### config.mk
export PLATFORM = sky130hd
export DESIGN_NAME = encoder83_arbiter
export DESIGN_NICKNAME = d
export VERILOG_FILES = /design/src/rtl/encoder83_arbiter.sv
export SDC_FILE = /design/constraint.sdc
export NUM_CORES = 1
export LEC_CHECK = 0
export ABC_AREA = 1
export BUFFER_PORTS_ARGS = -buffer_cell sky130_fd_sc_hd__buf_2
export CORE_MARGIN = 2
export CORE_UTILIZATION = 46
export CTS_BUF_LIST = sky130_fd_sc_hd__clkbuf_16
export DETAILED_ROUTE_END_ITERATION = 6
export PLACE_DENSITY_LB_ADDON = 0.15
export REMOVE_ABC_BUFFERS = 1
export SYNTH_ARGS = -nofsm -noshare
export SYNTH_HDL_FRONTEND = slang
export SYNTH_SLANG_ARGS = --single-unit
### constraint.sdc
create_clock -name clk -period 1.45 [get_ports clk]
set_input_delay 0.0725 -clock clk [delete_from_list [all_inputs] [get_ports clk]]
set_output_delay 0.0725 -clock clk [all_outputs]
set_load 0.02 [all_outputs]
### src/rtl/encoder83_arbiter.sv
// encoder83_arbiter: captures one-hot request pulses into a pending set and
// offers the highest-priority pending index as a binary code over valid/ready.
// A request stays pending until its code is accepted; repeats collapse and are
// flagged on merged.
module encoder83_arbiter #(
  parameter int unsigned W         = 3,
  parameter bit          MSB_FIRST = 1'b1,
  localparam int unsigned N        = 2 ** W
) (
  input  logic         clk,
  input  logic         rst,
  input  logic         en,
  input  logic [N-1:0] in,
  input  logic         out_ready,
  output logic [W-1:0] out,
  output logic         out_valid,
  output logic [N-1:0] pending,
  output logic         merged
);

  logic         hs;
  logic         load;
  logic [N-1:0] clr;
  logic [N-1:0] req;
  logic [N-1:0] base;
  logic [N-1:0] pending_nxt;
  logic         merged_nxt;
  logic [W-1:0] enc;

  // Handshake, clear mask, gated requests and priority encode of the survivors
  always_comb begin
    hs          = out_valid & out_ready;
    load        = ~out_valid | hs;
    clr         = '0;
    if (hs) clr[out] = 1'b1;
    req         = en ? in : '0;
    base        = pending & ~clr;
    pending_nxt = base | req;
    merged_nxt  = |(req & base);
    enc         = '0;
    // Scan from lowest to highest priority so the last hit wins
    for (int i = 0; i < int'(N); i++) begin
      int j;
      j = MSB_FIRST ? i : (int'(N) - 1 - i);
      if (base[j]) enc = W'(j);
    end
  end

  // Pending set, merge flag and offered code; new arrivals are only visible next load
  always_ff @(posedge clk or posedge rst) begin
    if (rst) begin
      pending   <= '0;
      merged    <= 1'b0;
      out       <= '0;
      out_valid <= 1'b0;
    end else begin
      pending <= pending_nxt;
      merged  <= merged_nxt;
      if (load) begin
        out_valid <= |base;
        out       <= enc;
      end
    end
  end

endmodule

# == Word level (Yosys, flattened, before mapping) ==
# Index checks and enable logic that the tools add are counted.
# totals
regBits,13
latch_bits,0
ram_bits,0
rom_bits,0
inputBits,12
output_inout_bits,13
wordCells,27
memories,0
# op_classes
addsub,0
multipliers,0
div,0
order_cmp,2
n_eq_ne,0
shift,0
muxes,11
bitwise,7
n_reduce_logical,3
# ops
op,count
$mux 3,6
$and 8x8->8,2
$mux 8,2
$reduce_or 8->1,2
$not 8->8,1
$or 8x8->8,1
$lt 3x4->1 const B,1
$demux 1 s3,1
$ge 3x1->1 const B,1
$mux 1,2
$and 1x1->1,1
$logic_and 1x1->1,1
$not 1->1,1
$or 1x1->1,1

# == Logic depth before layout (Yosys ltp) ==
# logic_depth
ltp_word,14
mapped_depth,10

# == Worst setup path before layout ==
# OpenSTA, ideal clock, no wires.
# synth_timing
path_type,reg-to-reg
from,register out[1]
to,register out_valid
setup_ps,122
arrival_time_ps,1198
slack_ps,130
path_stages_with_launch,7
path_buffers,0
synth_period_minus_slack_ps,1320
cell_sequence,dfrtp_1 -> inv_1 -> nand2_1 -> o21ai_2 -> nand4_1 -> nor2_1 -> nand2_1
# synth_between
elab_chain_cells,8
word_cells_on_any_way,9
classes_between,2 x order compare; 3 x mux; 2 x bitwise; 2 x reduce/logical
# synth_rtl
element,line_no,rtl
start: declaration,15,"output logic [W-1:0] out,"
start signal: assignment,61,out <= enc;
$lt 3x4->1 (not written as such) or $ge 3x1->1 (tied branches),35,if (hs) clr[out] = 1'b1;
$logic_and 1x1->1 (not written as such),35,
$mux 1 (not written as such),35,
$demux 1 s3 (*),35,
$mux 8 (*),35,
$not 8->8 (*),37,base = pending & ~clr;
$and 8x8->8 (*),37,
$reduce_or 8->1 (*),60,out_valid <= |base;
end signal: assignment,60,
end: declaration,16,"output logic out_valid,"
# Mark *: on every way between the ends. The rest lies on a longest branch, timed or not.
# A chain may end at the register's enable or synchronous reset.

# == Worst setup path in the final report ==
# Ends and elaborated chain as after synthesis.

==> metrics.txt <==
# TYPE chip_impl_metric gauge
chip_impl_metric{name="cts_buffers",unit=""} 3
chip_impl_metric{name="chipWidth",unit="um"} 42.5
chip_impl_info{name="mostFrequentLayoutCell",value="sky130_fd_sc_hd__nand2_1"} 1
chip_impl_metric{name="antenna_found_initial",unit=""} 0
chip_impl_metric{name="buffer_ports.inserted",unit=""} 24
chip_impl_metric{name="power.total",unit="uW"} 1670
chip_impl_metric{name="static-leakage-power",unit="uW"} 0.000432
chip_impl_metric{name="finalWirelength",unit="mm"} 1.58
chip_impl_metric{name="post_layout_nonfiller_instances",unit=""} 125
chip_impl_info{name="criticalPathCategory",value="register to register"} 1
chip_impl_metric{name="layout_worst_path_cycle_share",unit="%"} 93.7
chip_impl_metric{name="grt.overflow.total",unit=""} 0
chip_impl_metric{name="timing.max_cap.violations",unit=""} 0
chip_impl_metric{name="drive_above_1_share",unit="%"} 35.5
chip_impl_info{name="clock_tree_from_tritoncts",value="yes"} 1
chip_impl_metric{name="drcViolationCount",unit=""} 0
chip_impl_info{name="setup_repair_after_global_routing_missed_its_margin",value="false"} 1
chip_impl_info{name="status",value="finished clean"} 1
chip_impl_info{name="final_cell_mix",value="26 x sky130_fd_sc_hd__nand2_1, 24 x sky130_fd_sc_hd__buf_2, 13 x sky130_fd_sc_hd__dfrtp_1"} 1
chip_impl_metric{name="synth_warnings",unit=""} 0
chip_impl_metric{name="boundaryPins",unit=""} 25
chip_impl_info{name="holdCritStartpoint",value="in[0]"} 1
chip_impl_metric{name="critical_path.max_fanout",unit=""} 5
chip_impl_metric{name="drt_first_pass_iters",unit=""} 4
chip_impl_info{name="worst_setup_path_endpoint",value="out_valid"} 1
chip_impl_metric{name="timing.critical_path.required",unit="ns"} 1.57
chip_impl_metric{name="avgSynthCellArea",unit="sq um"} 8.32
chip_impl_metric{name="synth_cells",unit=""} 82
chip_impl_metric{name="placeableCoreArea",unit="sq um"} 1350
chip_impl_metric{name="finalCriticalPeriod",unit="ns"} 1.36
chip_impl_metric{name="cell_internal_pwr",unit="uW"} 1020
chip_impl_metric{name="layout.cell_area.non_filler",unit="sq um"} 913
chip_impl_metric{name="switching_power",unit="uW"} 649
chip_impl_metric{name="placed_area",unit="sq um"} 817
chip_impl_metric{name="reg2regPathDepth",unit=""} 6
chip_impl_metric{name="combPwrFrac",unit="%"} 37.3
chip_impl_metric{name="register_to_register_path_setup_slack",unit="ns"} 0.09
chip_impl_metric{name="synth_sequential_area_ratio",unit="%"} 47.7
chip_impl_info{name="reg2reg_from",value="out[1]"} 1
chip_impl_metric{name="antenna_violating_nets_post_route",unit=""} 0
chip_impl_metric{name="clkLatencyLatePin",unit="ns"} 0.24
chip_impl_metric{name="clock.fmax",unit="MHz"} 736
chip_impl_metric{name="placement_rows",unit=""} 13
chip_impl_metric{name="die_y",unit="um"} 42.5
chip_impl_metric{name="p_seq_share",unit="%"} 32.2
chip_impl_metric{name="peakVddDrop",unit="uV"} 948
chip_impl_metric{name="first_pass_grt_wire_length",unit="mm"} 2.57
chip_impl_metric{name="routed_via_density",unit=""} 5.10
chip_impl_metric{name="clkPwrFrac",unit="%"} 30.6
chip_impl_metric{name="finalHoldViolations",unit=""} 0
chip_impl_metric{name="placer_s_final_routability_congestion_estimate",unit=""} 0.765
chip_impl_metric{name="finalSetupViolations",unit=""} 0
chip_impl_metric{name="final-max-slew-violation-count",unit=""} 0
chip_impl_metric{name="fp.dieArea",unit="sq um"} 1810
chip_impl_metric{name="place_inst",unit=""} 120
chip_impl_info{name="rr_endpoint",value="out_valid"} 1
chip_impl_info{name="start_kind",value="register"} 1
chip_impl_metric{name="cts.sink_count",unit=""} 13
chip_impl_metric{name="count_of_antenna_diodes_in_the_layout",unit=""} 0
chip_impl_metric{name="post_synth_instance_area",unit="sq um"} 682
chip_impl_metric{name="detailed_place_hpwl",unit="mm"} 1.15
chip_impl_metric{name="vias",unit=""} 637
chip_impl_metric{name="sw_frac_of_total",unit="%"} 38.9
chip_impl_metric{name="postSynthRegisterBits",unit=""} 13
chip_impl_metric{name="post_cts.repair.setup_buffers",unit=""} 0
chip_impl_metric{name="layout-area-overhead-vs-synth",unit="%"} 33.9
chip_impl_metric{name="design.final.nets",unit=""} 123
chip_impl_metric{name="timing.setup.tns",unit="ns"} 0
chip_impl_info{name="hold_path.class",value="input pin to register"} 1
chip_impl_metric{name="initial_core_util",unit="%"} 50.5
chip_impl_info{name="cp-end-kind",value="register"} 1
chip_impl_metric{name="max-slew-margin-rel",unit="%"} 66.3
chip_impl_metric{name="clk_transition_reported_paths",unit="ns"} 0.04
chip_impl_metric{name="initialDrtViolationCount",unit=""} 7
chip_impl_metric{name="yosys.cell_types.count",unit=""} 20
chip_impl_metric{name="htree_num_levels",unit=""} 1
chip_impl_metric{name="worst_pin_slew",unit="ns"} 0.505
chip_impl_metric{name="grt_max_degree",unit=""} 14
chip_impl_metric{name="timing.clock.skew",unit="ns"} 0.000946
chip_impl_metric{name="power_density",unit="nW/um^2"} 1830
chip_impl_metric{name="post_drt_wl_per_cell",unit="um"} 12.6
chip_impl_metric{name="critPathArrivalTime",unit="ns"} 1.48
chip_impl_metric{name="first_global_vias",unit=""} 604
chip_impl_info{name="timing.critical_path.from",value="out[1]"} 1
chip_impl_metric{name="clockBufferDepth",unit=""} 2
chip_impl_metric{name="global_route.usage.total",unit="%"} 19.0
chip_impl_info{name="clk_root_buffer_cell",value="sky130_fd_sc_hd__clkbuf_16"} 1
## power groups by stage
stage | Combinational [uW] | Clock (uW) | Sequential [uW]
finish | 622 | 510 | 537
global route | 675 | 535 | 542
CTS | 610 | 513 | 531
detailed placement | 597 | 0 | 535
global placement | 595 | 0 | 532
floorplan | 320 | 0 | 638
## worst min-delay path by stage
stage | end | slack [ns] | cells after the start
2_1_floorplan | merged | -0.05 | 1
3_3_place_gp | pending[2] | 0.12 | 2
3_5_place_dp | pending[3] | 0.12 | 2
4_1_cts | pending[5] | 0.05 | 3
5_1_grt | pending[5] | 0.07 | 3
6_report | pending[0] | 0.05 | 2
## per-stage QoR
step                      setup slack (ns)  utilization, %  hold slack (ns)
after floorplan                      0.130               -          -0.0505
after global placement               0.168            60.5            0.116
after detailed placement             0.121            60.5            0.121
after CTS                           0.0764            67.1           0.0549
after global routing               0.00356            67.7           0.0665
final                               0.0917            67.7           0.0518
## final cells by class
cell class,count,area [sq um]
Clock buffer,3,75.1
Clock inverter,1,3.75
Fill cell,125,437
Inverter,9,33.8
Multi-Input combinational cell,59,327
Sequential cell,13,325
Tap cell,15,18.8
Timing Repair Buffer,25,130
## Yosys cell counts
cell / n / share of area (%)
sky130_fd_sc_hd__nand2_1: 26 / 14
sky130_fd_sc_hd__dfrtp_1: 13 / 48
sky130_fd_sc_hd__inv_1: 9 / 5.0
sky130_fd_sc_hd__nor2_1: 7 / 3.9
sky130_fd_sc_hd__nand3_1: 3 / 2.2
sky130_fd_sc_hd__o21ai_2: 3 / 3.9
sky130_fd_sc_hd__o22ai_1: 3 / 2.8
sky130_fd_sc_hd__nand2_2: 2 / 1.8
sky130_fd_sc_hd__nand3_2: 2 / 2.9
sky130_fd_sc_hd__nand4_1: 2 / 1.8
sky130_fd_sc_hd__nor2_2: 2 / 1.8
sky130_fd_sc_hd__o21ai_4: 2 / 4.8
sky130_fd_sc_hd__a21o_1: 1 / 1.1
sky130_fd_sc_hd__a21oi_1: 1 / 0.73
sky130_fd_sc_hd__a21oi_2: 1 / 1.3
sky130_fd_sc_hd__a31oi_1: 1 / 0.92
sky130_fd_sc_hd__clkbuf_1: 1 / 0.55
sky130_fd_sc_hd__nor3_1: 1 / 0.73
sky130_fd_sc_hd__o21a_1: 1 / 1.1
sky130_fd_sc_hd__o21ai_0: 1 / 0.73
## cell families (layout without fill, tap and decap cells)
family	count (synthesis)	in the layout	share of synthesized area (%)
simple gates	45	45	29.5
compound gates	14	14	17.2
flops	13	13	47.7
buf+inv	10	38	5.50
## timing repair
action                     in CTS  in global routing
hold buffers                    1                  0
resized for setup               0                  1
setup endpoints to repair       0                  2
hold endpoints to repair       13                  0
## state kept, by name (all words and copies together) (netlist names)
register and cells:
merged 1, out_valid 1, out 3, pending 8
## metal layers
metal	track usage, %	part of all wire, %	wire length (um)	up-vias
met5	0	0	0	-
met4	5.63	1.5	23	0
met3	3.88	4.2	67	4
met2	32.9	52	815	23
met1	23.7	43	672	286
li1	-	-	-	324
## worst max-delay path, cell delays in order, from the launching register on
cell	delay [ns]
sky130_fd_sc_hd__dfrtp_1	0.41
sky130_fd_sc_hd__inv_1	0.13
sky130_fd_sc_hd__nand2_1	0.15
sky130_fd_sc_hd__o21ai_4	0.22
sky130_fd_sc_hd__nand4_1	0.13
sky130_fd_sc_hd__nor2_1	0.14
sky130_fd_sc_hd__nand2_1	0.07
Power figures use the tool's default switching activity.
